<file path="src/rtl/pipe_ctrl_pkg.sv">
// pipe_ctrl_pkg: FSM state enum, default pipeline geometry and the flush-mask helper shared by the stall/flush controller
package pipe_ctrl_pkg;
  typedef enum logic [2:0] {RUN, STALL, FLUSH, DRAIN, HALT} state_t;
  localparam int DEF_NUM_STAGES = 5;
  localparam int DEF_HAZARD_STAGE = 2;
  localparam int DEF_FLUSH_DEPTH = 3;
  function automatic logic [31:0] flush_mask(input int depth);
    return ((32'd1 << depth) - 32'd1) << 1;
  endfunction
endpackage

</file>
<file path="src/rtl/pipe_valid_tracker.sv">
// pipe_valid_tracker: per-stage valid shift register; ports clk, rst, in_bit (new stage-0 valid), hold/clear masks per stage, valid (registered)
module pipe_valid_tracker #(
  parameter int N = 5
) (
  input  logic         clk,
  input  logic         rst,
  input  logic         in_bit,
  input  logic [N-1:0] hold,
  input  logic [N-1:0] clear,
  output logic [N-1:0] valid
);
  always_ff @(posedge clk)
    if (rst) valid <= '0;
    else valid <= ~clear & ((hold & valid) | (~hold & {valid[N-2:0], in_bit}));
endmodule

</file>
<file path="src/rtl/pipe_hazard_ctrl.sv">
// pipe_hazard_ctrl: pipeline stall/flush/drain controller; in: clk, reset, is_hazard, hazard_len, is_branch_fault, pc_out; out: is_load_PC, stage_load, nop_step, stage_valid, halted (+ stall_cycles, flush_cycles when PIPE_PERF_CNT_EN is defined)
module pipe_hazard_ctrl
  import pipe_ctrl_pkg::*;
#(
  parameter int WIDTH = 32,
  parameter int INSTRACTION_NUMBERS = 16,
  parameter int NUM_STAGES = DEF_NUM_STAGES,
  parameter int HAZARD_STAGE = DEF_HAZARD_STAGE,
  parameter int FLUSH_DEPTH = DEF_FLUSH_DEPTH,
  parameter int BRANCH_PENALTY = 1,
  parameter int CNT_W = 4
) (
  input  logic                  clk,
  input  logic                  reset,
  input  logic                  is_hazard,
  input  logic [CNT_W-1:0]      hazard_len,
  input  logic                  is_branch_fault,
  input  logic [WIDTH-1:0]      pc_out,
  output logic                  is_load_PC,
  output logic [NUM_STAGES-1:0] stage_load,
  output logic [NUM_STAGES-1:0] nop_step,
  output logic [NUM_STAGES-1:0] stage_valid,
`ifdef PIPE_PERF_CNT_EN
  output logic [31:0]           stall_cycles,
  output logic [31:0]           flush_cycles,
`endif
  output logic                  halted
);
  localparam logic [NUM_STAGES-1:0] ONES = '1;
  localparam logic [NUM_STAGES-1:0] FMASK = NUM_STAGES'(flush_mask(FLUSH_DEPTH));
  localparam logic [NUM_STAGES-1:0] HBIT = NUM_STAGES'(1) << HAZARD_STAGE;
  localparam logic [NUM_STAGES-1:0] HLOAD = ONES << HAZARD_STAGE;
  localparam logic [NUM_STAGES-1:0] F1 = NUM_STAGES'(2);
  localparam logic [WIDTH-1:0] N_INSTR = WIDTH'(INSTRACTION_NUMBERS);
  localparam logic [3:0] BP = 4'(BRANCH_PENALTY);
  state_t state;
  logic [CNT_W-1:0] stall_cnt;
  logic [3:0] flush_cnt;
  logic fault, stall, eop;
  assign fault = is_branch_fault && state != HALT;
  assign eop = pc_out >= N_INSTR;
  assign stall = !fault && (state == STALL || (state == RUN && is_hazard));
  assign is_load_PC = !reset && (fault || (((state == RUN && !stall) || state == FLUSH) && !eop));
  assign stage_load = (reset || state == HALT) ? '0 : stall ? HLOAD : ONES;
  assign nop_step = reset ? ~NUM_STAGES'(1) : fault ? FMASK : stall ? HBIT : state == FLUSH ? F1 : '0;
  assign halted = !reset && state == HALT;
  // a held stage keeps its valid bit, a bubbled stage is cleared, the rest shift up
  pipe_valid_tracker #(.N(NUM_STAGES)) u_valid (
    .clk(clk),
    .rst(reset),
    .in_bit(is_load_PC),
    .hold(~stage_load),
    .clear(nop_step),
    .valid(stage_valid)
  );
  always_ff @(posedge clk)
    if (reset) begin
      state <= RUN;
      stall_cnt <= '0;
      flush_cnt <= '0;
    end else if (fault) begin
      stall_cnt <= '0;
      flush_cnt <= BP;
      state <= BP != 4'd0 ? FLUSH : RUN;
    end else
      case (state)
        RUN:
          if (is_hazard) begin
            if (hazard_len > CNT_W'(1)) begin
              state <= STALL;
              stall_cnt <= hazard_len - CNT_W'(1);
            end
          end else if (eop) state <= DRAIN;
        STALL: begin
          stall_cnt <= stall_cnt - CNT_W'(1);
          if (stall_cnt <= CNT_W'(1)) state <= RUN;
        end
        FLUSH: begin
          flush_cnt <= flush_cnt - 4'd1;
          if (flush_cnt <= 4'd1) state <= RUN;
        end
        DRAIN: if (stage_valid == '0) state <= HALT;
        default: state <= state;
      endcase
`ifdef PIPE_PERF_CNT_EN
  always_ff @(posedge clk)
    if (reset) begin
      stall_cycles <= '0;
      flush_cycles <= '0;
    end else begin
      if (stall && stall_cycles != '1) stall_cycles <= stall_cycles + 32'd1;
      if ((fault || state == FLUSH) && flush_cycles != '1) flush_cycles <= flush_cycles + 32'd1;
    end
`endif
endmodule

</file>
<file path="config.mk">
export PLATFORM = sky130hd
export DESIGN_NAME = pipe_hazard_ctrl
export DESIGN_NICKNAME = d
export VERILOG_FILES = /design/src/rtl/pipe_ctrl_pkg.sv /design/src/rtl/pipe_valid_tracker.sv /design/src/rtl/pipe_hazard_ctrl.sv
export SDC_FILE = /design/constraint.sdc
export NUM_CORES = 1
export LEC_CHECK = 0
export BUFFER_PORTS_ARGS = -buffer_cell sky130_fd_sc_hd__buf_4
export CORE_MARGIN = 8
export CORE_UTILIZATION = 30
export CTS_CLUSTER_SIZE = 16
export DETAILED_ROUTE_END_ITERATION = 16
export GPL_ROUTABILITY_DRIVEN = 0
export GPL_TIMING_DRIVEN = 1
export HOLD_SLACK_MARGIN = 0.12
export PLACE_DENSITY = 0.54
export SYNTH_ARGS = -nofsm -noshare
export SYNTH_HDL_FRONTEND = slang
export SYNTH_SLANG_ARGS = --single-unit
export TNS_END_PERCENT = 10
</file>
<file path="constraint.sdc">
create_clock -name clk -period 2.1 [get_ports clk]
set_clock_uncertainty 0.15 [all_clocks]
set_input_delay 0.42 -clock clk [delete_from_list [all_inputs] [get_ports clk]]
set_output_delay 0.42 -clock clk [all_outputs]
set_load 0.02 [all_outputs]
</file>
# After elaboration in Yosys (flattened, before gate mapping)

Cells that the tools add are included.
W data, S select, Z words.

Eq/ne operators: 17
Multiplexer cells: 19
Magnitude comparators: 4
Reductions and logical operators: 25
Add/subtract/negate cells: 3
Bitwise logic cells: 7

Operators by type and width:

| cell                  | number |
|---|---|
| $ge A32 B5 Y1 const B | 1 |
| $mux W3               | 7 |
| $and A5 B5 Y5         | 3 |
| $not A5 Y5            | 3 |
| $mux W4               | 3 |
| $pmux W3 S4           | 1 |
| $reduce_and A6 Y1     | 2 |
| $sub A4 B1 Y4 const B | 3 |
| $mux W5               | 2 |
| $ne A3 B2 Y1 const B  | 3 |
| $ne A3 B3 Y1 const B  | 3 |
| $le A4 B1 Y1 const B  | 2 |
| $pmux W4 S2           | 1 |
| $logic_and A1 B1 Y1   | 7 |
| $eq A3 B2 Y1 const B  | 2 |
| $mux W2               | 3 |
| $ne A2 B1 Y1 const B  | 3 |
| $logic_not A5 Y1      | 1 |
| $or A5 B5 Y5          | 1 |
| $reduce_bool A5 Y1    | 1 |
| $gt A4 B1 Y1 const B  | 1 |
| $logic_not A1 Y1      | 4 |
| $logic_or A1 B1 Y1    | 4 |
| $ne A2 B2 Y1 const B  | 2 |
| other kinds (10)      | 12 |

Bits of input ports: 40
Output and inout bits: 17
Word-level logic and storage cells: 81
Register bits after elaboration: 16

# Longest topological paths before layout

Word-level depth: 13
Mapped depth: 7
Gate-level depth less buffers: 7

# Hierarchy

A second synthesis with hierarchy kept.

Cells, all modules: 139
Area total of the unflattened synthesis: 1116.1 µm²

Modules (own cells, without submodules):

| module             | cells an instance | sequential area each (µm²) | instances | area an instance (µm²) |
|---|---|---|---|---|
| pipe_hazard_ctrl   | 124               | 220.2                      | 1         | 940.9 |
| pipe_valid_tracker | 15                | 100.1                      | 1         | 175.2 |

# Worst setup path after synthesis

OpenSTA, ideal clock, no wires.

Path kind: in2out
From: input port is_hazard
To: output port stage_load[1]
Path buffers: 1
Arrival time: 1.363 ns
Required time: 1.530 ns
Path slack: 0.167 ns
Stages: 4
Cells stage by stage: nor2_1 > o31ai_1 > a21oi_1 > buf_4

Longest elaborated chain between the ends: 5

RTL lines:

| element             | line                   | RTL |
|---|---|---|
| start, declared     | pipe_hazard_ctrl.sv:15 | `input logic is_hazard,` |
| $logic_and A1 B1 Y1 | pipe_hazard_ctrl.sv:42 | `assign stall = !fault && (state == STALL \|\| (state == RUN && is_hazard));` |
| $logic_or A1 B1 Y1  | pipe_hazard_ctrl.sv:42 |  |
| $logic_and A1 B1 Y1 | pipe_hazard_ctrl.sv:42 |  |
| $mux W2             | pipe_hazard_ctrl.sv:44 | `assign stage_load = (reset \|\| state == HALT) ? '0 : stall ? HLOAD : ONES;` |
| $mux W5             | pipe_hazard_ctrl.sv:44 |  |
| end, declared       | pipe_hazard_ctrl.sv:20 | `output logic [NUM_STAGES-1:0] stage_load,` |

No other way between the ends.

# Worst setup path after layout

From: register state[1]
To: output port nop_step[2]

Longest elaborated chain between the ends: 7
Elaborated cells on any way between the ends: 11
Those cells by class: eq/ne (2); mux (3); reduce/logical (6)

RTL lines:

| element                                                | line                                           | RTL |
|---|---|---|
| start, declared                                        | pipe_hazard_ctrl.sv:36                         | `state_t state;` |
| start signal, assigned                                 | pipe_hazard_ctrl.sv:64                         | `state <= BP != 4'd0 ? FLUSH : RUN;` |
| start signal, assigned                                 | pipe_hazard_ctrl.sv:83                         | `default: state <= state;` |
| $ne A3 B3 Y1 or $logic_not A3 Y1 (tied branches)       | pipe_hazard_ctrl.sv:40, pipe_hazard_ctrl.sv:42 |  |
| $logic_and A1 B1 Y1 (on tied branches)                 | pipe_hazard_ctrl.sv:40, pipe_hazard_ctrl.sv:42 |  |
| $logic_not A1 Y1 or $logic_or A1 B1 Y1 (tied branches) | pipe_hazard_ctrl.sv:42                         |  |
| $logic_and A1 B1 Y1                                    | pipe_hazard_ctrl.sv:42                         |  |
| $mux W3                                                | pipe_hazard_ctrl.sv:45                         | `assign nop_step = reset ? ~NUM_STAGES'(1) : fault ? FMASK : stall ? HBIT : state == FLUSH ? F1 : '0;` |
| $mux W4 (*)                                            | pipe_hazard_ctrl.sv:45                         |  |
| $mux W5 (*)                                            | pipe_hazard_ctrl.sv:45                         |  |
| end, declared                                          | pipe_hazard_ctrl.sv:21                         | `output logic [NUM_STAGES-1:0] nop_step,` |

Every way passes the cells marked *; elsewhere a longest branch is shown, timed or not.

==> results.cfg <==
[run_status]
outcome = complete, no violations

[die]
floorplan.die_area_sq_um = 5920
fp.dieH_microns = 76.9
fp.dieW_microns = 76.9
design.core.area_sq_um = 3610
boundaryPins = 57
floorplan.initialDensity = 0.309
placement_rows = 22

[clocking]
number_of_buffers_inserted_during_clock_tree_synthesis = 3
clockBufferDepth = 2
clk_root_buffer_cell = sky130_fd_sc_hd__clkbuf_8
clk_pin_slew_ps = 60
htreeDepth = 1
clk_latency_worst_skew_pair_ps = 250
tritoncts = yes
cts_sinks = 16

[setup_path]
critical_path_arrival_ps = 1530
critical_path.top_delay_family = simple AND/OR/NAND/NOR gates
slowest_stage = sky130_fd_sc_hd__or3b_4
critPathCaptureType = primary output
timing_worst_setup_path_type = register to primary output
cp_slowest_stage_delay_ps = 440
cp_cell_sequence = or3b_4 -> a21oi_4 -> o31ai_2 -> buf_4
critPathLaunchType = register
critical_path_buf_inv_count = 1
worst-endpoint-required_ps = 1530
crit_fanout = 5

[power_and_ir_drop]
clock_power_share = 0.311
p_switching_mw = 0.265
pwr-share-comb = 0.314
powerDensity_nw_per_um2 = 527
p_sw_frac = 0.297
cellInternalPower_mw = 0.628
leakagePower_nw = 0.751
sequentialPowerShare = 0.375
ir_worst_vdd_mv = 0.397

[layout]
number_of_diodes = 0
finalNetCount = 252
final_core_util = 0.469
fillers = 375
multi_input_area_sq_um = 713
drive_above_1_share = 0.410
ff_latch_area_sq_um = 322
syn2layout_area_growth_pct = 52.0

[yosys]
synth_warnings = 0
synthXorXnorAreaFrac = 0.0393
post_synthesis_instance_area_sq_um = 1110
netlist.area_leader.share = 0.288
postSynthNetCount = 192
netlist_instances = 146
synth_seq_cells = 16
post_synth_mux_area_share = 0.00899
async_flop_share = 0
synth_top_family_by_area = simple AND/OR/NAND/NOR gates
area_fraction_in_compound_gates_after_synthesis = 0.231
synth_fa_ha_area_frac = 0.0674
synth_simple_gate_area_share = 0.265
most_frequently_used_flop_master_after_synthesis = sky130_fd_sc_hd__dfxtp_1
netlist.top_cell.by_area = sky130_fd_sc_hd__dfxtp_1
synth_edf_count = 0
ys_types = 45
synth.top_cells.by_area = sky130_fd_sc_hd__dfxtp_1, sky130_fd_sc_hd__nor2_1, sky130_fd_sc_hd__ha_1
seq_area_frac_synth = 0.288
syn-mean-instance-area_sq_um = 7.63

[placed_design]
place_worst_setup_slack_ps = -7.33
dp_hpwl_mm = 2.85
portBuffers = 51

[routing]
first_iter_violations = 38
viasPerCell = 4.76
met3WireLength_microns = 161
remaining_antenna_violation_count = 0
drt_pass1_iterations = 4
drt-wirelength-per-cell_microns = 13.8
wl_mm = 3.48
routed-via-count = 1204
met2_length_mm = 1.77
route.top_layer_used = met4
met1Wirelength_mm = 1.52
drcViolationCount = 0

[global_route]
grt.overflow.total = 0
first_global_vias = 1279
grt_use_total = 0.119
global_route_wire_length_before_repair_mm = 5.95
grt_start_max_net_pins = 16
antenna_violations_before_repair = 0

[timing]
rsz0062_at_grt = yes
final_critical_path_setup_slack_ps = 2.07
timing.fmax_mhz = 477
final_min_period_over_clock_period = 0.999
shortest_clock_period_the_worst_path_allows_after_layout_ps = 2100
final_count_of_hold_timing_violations = 0
drv_slew = 0
report.final.setup_viol = 0

[flow_run]
drv_cap = 0

[min_path]
worst_hold_path_class = input port to register
[cell usage in the layout, fill, tap and decap left out, types with 2 or more instances in the layout]
cell                       instances
sky130_fd_sc_hd__nor4_1            7
sky130_fd_sc_hd__ha_1              6
sky130_fd_sc_hd__xor2_1            3
sky130_fd_sc_hd__nor2_1           19
sky130_fd_sc_hd__nand2_1          13
sky130_fd_sc_hd__nand2b_1          2
sky130_fd_sc_hd__a21oi_1           8
sky130_fd_sc_hd__nand3_1           3
sky130_fd_sc_hd__buf_4            62
sky130_fd_sc_hd__buf_6             3
sky130_fd_sc_hd__o21ai_0           7
sky130_fd_sc_hd__o31ai_2           2
sky130_fd_sc_hd__o311ai_0          2
sky130_fd_sc_hd__xnor2_1           2
sky130_fd_sc_hd__dfxtp_1          15
sky130_fd_sc_hd__nor2_2            2
sky130_fd_sc_hd__inv_1            10
sky130_fd_sc_hd__nor3_1            5
sky130_fd_sc_hd__clkbuf_8          4
[stage by stage]
step	std cells	TNS (ps)	hold slack [ps]	power, mW	cell area [sq um]
floorplan	146	0	295	0.491	1110
global placement	246	0	306	0.604	1570
detailed placement	246	-7.33	313	0.611	1570
CTS	252	0	291	0.898	1650
global route	253	-251	302	0.952	1690
finish	253	0	297	0.893	1690
[flip-flops by register name (all words and copies together) (netlist names), named ones only]
| name | flops |
|---|---|
| state | 3 |
| flush_cnt | 4 |
| u_valid.valid | 4 |
| stall_cnt | 4 |
[timing repair]
item | CTS | global route
hold endpoints to repair | 0 | 0
pin swaps | 1 | 2
setup endpoints to repair | 4 | 9
buffers inserted | 2 | 1
hold buffers | 0 | 0
gates resized for setup | 1 | 11
[path summary, 6_finish.rpt]
| check | from | endpoint | slack (ps) | depth (start not counted) |
|---|---|---|---|---|
| hold / removal | reset | state[1]$_SDFFE_PP0P_ | 300 | 2 |
| hold reg to reg | stall_cnt[1]$_SDFFE_PP0P_ | stall_cnt[1]$_SDFFE_PP0P_ | 320 | 2 |
| setup / recovery | state[1]$_SDFFE_PP0P_ | nop_step[2] | 2 | 4 |
| setup reg to reg | state[1]$_SDFFE_PP0P_ | state[0]$_SDFFE_PP0P_ | 300 | 7 |
[area by class of cell]
| cell class | count | share of cell area |
|---|---|---|
| multi-input cells | 109 | 0.421 |
| inverters | 11 | 0.0259 |
| repair buffers | 65 | 0.295 |
| well taps | 48 | 0.0355 |
| flip-flops and latches | 16 | 0.190 |
| clock buffers | 4 | 0.0325 |
[power groups by stage]
| stage | clock (mW) | sequential, mW | combinational, mW |
|---|---|---|---|
| after floorplan | 0 | 0.341 | 0.150 |
| after global placement | 0 | 0.340 | 0.264 |
| after detailed placement | 0 | 0.340 | 0.270 |
| after CTS | 0.289 | 0.334 | 0.275 |
| after global routing | 0.306 | 0.336 | 0.310 |
| final | 0.278 | 0.334 | 0.280 |
[cells in the mapped netlist, types with 2 or more instances]
| library cell | instances |
|---|---|
| sky130_fd_sc_hd__xor2_1 | 3 |
| sky130_fd_sc_hd__nor2_1 | 21 |
| sky130_fd_sc_hd__nor3_1 | 5 |
| sky130_fd_sc_hd__inv_1 | 10 |
| sky130_fd_sc_hd__xnor2_1 | 2 |
| sky130_fd_sc_hd__buf_4 | 7 |
| sky130_fd_sc_hd__dfxtp_1 | 16 |
| sky130_fd_sc_hd__o31ai_1 | 2 |
| sky130_fd_sc_hd__nand2_1 | 13 |
| sky130_fd_sc_hd__o21ai_0 | 7 |
| sky130_fd_sc_hd__buf_2 | 2 |
| sky130_fd_sc_hd__nand2b_1 | 2 |
| sky130_fd_sc_hd__nor4_1 | 8 |
| sky130_fd_sc_hd__ha_1 | 6 |
| sky130_fd_sc_hd__o311ai_0 | 2 |
| sky130_fd_sc_hd__nand3_1 | 3 |
| sky130_fd_sc_hd__a21oi_1 | 9 |
[per-layer routing]
layer | up-vias | global-route usage
li1 | 630 | -
met1 | 541 | 0.138
met2 | 29 | 0.211
met3 | 4 | 0.0326
met4 | 0 | 0.0269
met5 | - | 0
[kinds of logic (layout without fill, tap and decap cells)]
| family | Yosys count | after routing |
|---|---|---|
| AND/OR/NAND/NOR | 60 | 60 |
| AO/OA/AOI/OAI | 36 | 36 |
| buffers and inverters | 21 | 80 |
| flip-flops | 16 | 16 |
| adder cells (fa/ha/maj) | 6 | 6 |
| XOR/XNOR | 5 | 5 |
| other | 1 | 1 |
| multiplexers | 1 | 1 |
(Power assumes the default switching activity.)
